===== config.mk =====
export PLATFORM = sky130hd
export DESIGN_NAME = fetch_stage
export DESIGN_NICKNAME = d
export VERILOG_FILES = /design/src/rtl/fetch_stage.sv
export SDC_FILE = /design/constraint.sdc
export NUM_CORES = 1
export LEC_CHECK = 0
export ABC_AREA = 1
export BUFFER_PORTS_ARGS = -buffer_cell sky130_fd_sc_hd__buf_2
export CORE_ASPECT_RATIO = 1.25
export CORE_MARGIN = 8
export CORE_UTILIZATION = 30
export CTS_BUF_LIST = sky130_fd_sc_hd__clkbuf_8
export DETAILED_ROUTE_END_ITERATION = 6
export PLACE_DENSITY = 0.6
export SYNTH_ARGS = -nofsm -noshare
export SYNTH_HDL_FRONTEND = slang
export SYNTH_SLANG_ARGS = --single-unit

===== constraint.sdc =====
create_clock -name clk -period 2.35 [get_ports clk]
set_clock_uncertainty 0.15 [all_clocks]
set_input_delay 0.1175 -clock clk [delete_from_list [all_inputs] [get_ports clk]]
set_output_delay 0.1175 -clock clk [all_outputs]
set_load 0.01 [all_outputs]

===== src/rtl/fetch_stage.sv =====
// Instruction-fetch stage: owns the PC, keeps one imem request in flight, and
// presents {PC+4, instruction} or a zero bubble with fetch_stall raised.
module fetch_stage #(
  parameter int                  WORD_LEN = 32,
  parameter logic [WORD_LEN-1:0] RESET_PC = '0
) (
  input  logic                clk,
  input  logic                rst,
  input  logic                freeze,
  input  logic                brTaken,
  input  logic [WORD_LEN-1:0] brAddr,
  output logic                imem_req,
  output logic [WORD_LEN-1:0] imem_addr,
  input  logic                imem_valid,
  input  logic [WORD_LEN-1:0] imem_data,
  output logic [WORD_LEN-1:0] PC,
  output logic [WORD_LEN-1:0] instruction,
  output logic                fetch_stall
);

  typedef enum logic [1:0] {ISSUE, WAIT, HOLD, DROP} state_t;

  state_t              state, state_nxt;
  logic [WORD_LEN-1:0] pc_reg, pc_nxt, buf_reg, buf_nxt, pc_inc;
  logic [WORD_LEN-1:0] pres_instr;
  logic                req, pres;

  assign pc_inc = pc_reg + WORD_LEN'(4);

  always_ff @(posedge clk or negedge rst) begin
    if (!rst) begin
      state   <= ISSUE;
      pc_reg  <= RESET_PC;
      buf_reg <= '0;
    end else begin
      state   <= state_nxt;
      pc_reg  <= pc_nxt;
      buf_reg <= buf_nxt;
    end
  end

  // Redirect is checked first in every state: it always beats freeze.
  always_comb begin
    state_nxt  = state;
    pc_nxt     = pc_reg;
    buf_nxt    = buf_reg;
    req        = 1'b0;
    pres       = 1'b0;
    pres_instr = '0;
    case (state)
      ISSUE: begin
        req = 1'b1;
        if (brTaken) begin
          pc_nxt    = brAddr;
          state_nxt = DROP;
        end else begin
          state_nxt = WAIT;
        end
      end
      WAIT: begin
        if (brTaken) begin
          pc_nxt    = brAddr;
          state_nxt = imem_valid ? ISSUE : DROP;
        end else if (imem_valid) begin
          pres       = 1'b1;
          pres_instr = imem_data;
          if (freeze) begin
            buf_nxt   = imem_data;
            state_nxt = HOLD;
          end else begin
            pc_nxt    = pc_inc;
            state_nxt = ISSUE;
          end
        end
      end
      HOLD: begin
        pres       = 1'b1;
        pres_instr = buf_reg;
        if (brTaken) begin
          pc_nxt    = brAddr;
          buf_nxt   = '0;
          state_nxt = ISSUE;
        end else if (!freeze) begin
          pc_nxt    = pc_inc;
          state_nxt = ISSUE;
        end
      end
      DROP: begin
        if (brTaken) pc_nxt = brAddr;
        if (imem_valid) state_nxt = ISSUE;
      end
      default: state_nxt = ISSUE;
    endcase
  end

  // State sits at ISSUE during reset; gating keeps the request and outputs quiet.
  assign imem_req    = req & rst;
  assign imem_addr   = pc_reg;
  assign PC          = (pres && rst) ? pc_inc : '0;
  assign instruction = (pres && rst) ? pres_instr : '0;
  assign fetch_stall = ~(pres & rst);

endmodule


==> out/metrics.cfg <==
[global_routing]
grt_pass1_wl_mm = 26.8
grt_use_total_pct = 16.8
grt_pass1_vias = 5296
grt_max_degree = 65
antenna_found_initial = 0
grt_overflow = 0

[setup_path]
crit_chain = inv_2, ha_4, nand2_1, nor2_2, nor2_1, nor2_2, inv_2, buf_8, a21oi_1, buf_2
crit_start = state[1]
critPathTopFamily = buffers and inverters
cp_max_fo = 25
cp-start-kind = register
critPathArrivalTime_ns = 2.02
rr_startpoint = state[1]
crit_required_ns = 2.08
critical_path.endpoint_type = primary output
cp_slowest_stage_delay_ns = 0.40
crit_buf_inv = 4
cp_slowest_cell = dfrtp_1
worst-setup-path-type = register to primary output

[finish]
final_area_mm2 = 0.00666
stdcell_count = 1128
final_common_cell = nand2_1
fill_cells = 1526
antenna_cells = 0
fin_util_pct = 44.9
layout_common_cells = nand2_1, buf_2, nor2_1, inv_1, dlygate4sd3_1
area_growth_syn_to_layout_pct = 47.9
fin_nets = 1016
drive_gt1_share_pct = 26.0

[sta]
slew_violations = 0
clock.fmax_ghz = 0.438
max_slew_margin_pct = 61.5
worst_slack_ns = 0.0673
setup_viol = 0
rsz0062_at_grt = yes
finalHoldViolCount = 0
post-route-period-util_pct = 97.1
fin_crit_ns = 2.28
worst_slew_pin_slew_ns = 0.577

[synthesis]
ys_ff_latch = 66
synth_warnings = 0
ys_seq_area_share_pct = 36.7
yosys.cell_types.count = 27
synth_area_mm2 = 0.00450
ys_async_sr_fraction_pct = 100
avgSynthCellArea_um2 = 6.35
synth-edff-count = 0
synthCells = 709
syn_nets = 784
ys.flop_type = dfrtp_1

[route]
antenna_left = 0
firstDrtPassIters = 7
vias_per_cell = 4.64
drt_iter0_drc = 264
drcViolationCount = 0
wl_mm = 16.4
num_vias = 5233
avgRoutedWirePerCell_um = 14.5

[placed_design]
gp_congestion = 0.838
port_buffers = 166
dp.cells = 1036
dpl-instance-area_mm2 = 0.00552
pre_cts_ws_ns = 0.255
dp_hpwl_mm = 11.5

[status]
status = completed

[min_path]
min_path_type = input pin to register
hp-start = brAddr[15]

[clock_tree]
cts_buffers = 9
path_clk_slew_ns = 0.08
cts_buffer_depth = 2
ctsRootBufferMaster = clkbuf_8
cts_tree = yes
clkSinkCount = 66
cts-htree-levels = 3
clk_latency_ns = 0.35

[die]
die_w_um = 126
core_mm2 = 0.0148
die_height_um = 153
dieArea_mm2 = 0.0192
rows = 50
initial_core_util_pct = 30.4
io_pins = 167

[pwr]
leakagePower_uw = 0.00324
cellPowerDensity_mw_per_mm2 = 1060
power_uw = 7090
vdd_drop_max_mv = 0.537

[run]
drv_cap = 0

-- through the flow --
stage                     hold WS [ns]  TNS [ns]
final                           0.0439         0
after floorplan                 -0.328         0
after global routing            0.0543     -1.04
after global placement          0.0670         0
after detailed placement        0.0730         0
after CTS                      0.00689         0
-- worst paths after layout --
path                                        end  slack (ns)  depth (start not counted)
worst max-delay path            instruction[15]        0.07                         10
worst min-delay path              imem_addr[15]        0.04                          5
worst max register to register     imem_addr[9]        0.21                         10
worst min register to register       buf_reg[6]        0.38                          2
max in group asynchronous            buf_reg[6]        0.87                          4
min in group asynchronous          imem_addr[3]        0.24                          3
-- worst min-delay path, delay by kind of cell --
kind	cells	cell delay, ns
simple gates	3	0.22
buf+inv	1	0.09
compound gates	1	0.06
-- where the power goes --
part	total, uW	internal [uW]	leakage, uW	switching, uW
sequential	2210	1680	0.000808	529
combinational	3800	1400	0.00233	2400
clock	1080	595	0.000105	485
total	7090	3680	0.00324	3410
-- cell usage after synthesis, types with 4 or more instances --
library cell | instances | share of area (%)
buf_2 | 17 | 1.9
inv_1 | 83 | 6.9
nor2_1 | 95 | 7.9
buf_4 | 5 | 0.83
nand2_1 | 207 | 17
o21ai_0 | 54 | 6.0
dfrtp_1 | 66 | 37
nor2_2 | 4 | 0.56
a21oi_1 | 60 | 6.7
o22ai_1 | 5 | 0.69
clkbuf_1 | 13 | 1.1
ha_1 | 6 | 1.7
o21ai_1 | 4 | 0.44
xor2_1 | 5 | 0.97
nand3_1 | 66 | 7.3
-- metal layers --
metal / routed length (um) / track usage (%) / part of all wire (%) / up-vias
met2: 8260 / 30.0 / 50 / 154
met3: 1060 / 4.87 / 6.4 / 9
li1: - / - / - / 2700
met1: 6930 / 19.2 / 42 / 2370
met4: 112 / 4.13 / 0.68 / 0
met5: 0 / 0 / 0 / -
-- cell type report --
| type | count | area [um^2] | area share, % |
|---|---|---|---|
| clock buffers | 9 | 124 | 1.86 |
| repair buffers | 256 | 1730 | 26.0 |
| flip-flops and latches | 66 | 1660 | 24.8 |
| multi-input cells | 522 | 2510 | 37.6 |
| clock inverters | 7 | 93.8 | 1.41 |
| well taps | 182 | 228 | 3.42 |
| inverters | 86 | 325 | 4.88 |
-- timing repair --
item	CTS	global route
hold buffers	69	0
endpoints found under the setup margin	64	66
endpoints found under the hold margin	93	0
resized for setup	11	38
pin swaps	1	3
buffers inserted	0	7
-- cell families (layout without fill, tap and decap cells) --
kind of cell / count (synthesis) / after routing / share of synthesized area, %
xor+xnor: 8 / 8 / 1.56
compound gates: 129 / 129 / 15.0
buf+inv: 121 / 358 / 11.0
fa+ha+maj: 6 / 6 / 1.67
flops: 66 / 66 / 36.7
simple gates: 379 / 379 / 34.1
Power figures use the tool's default switching activity.
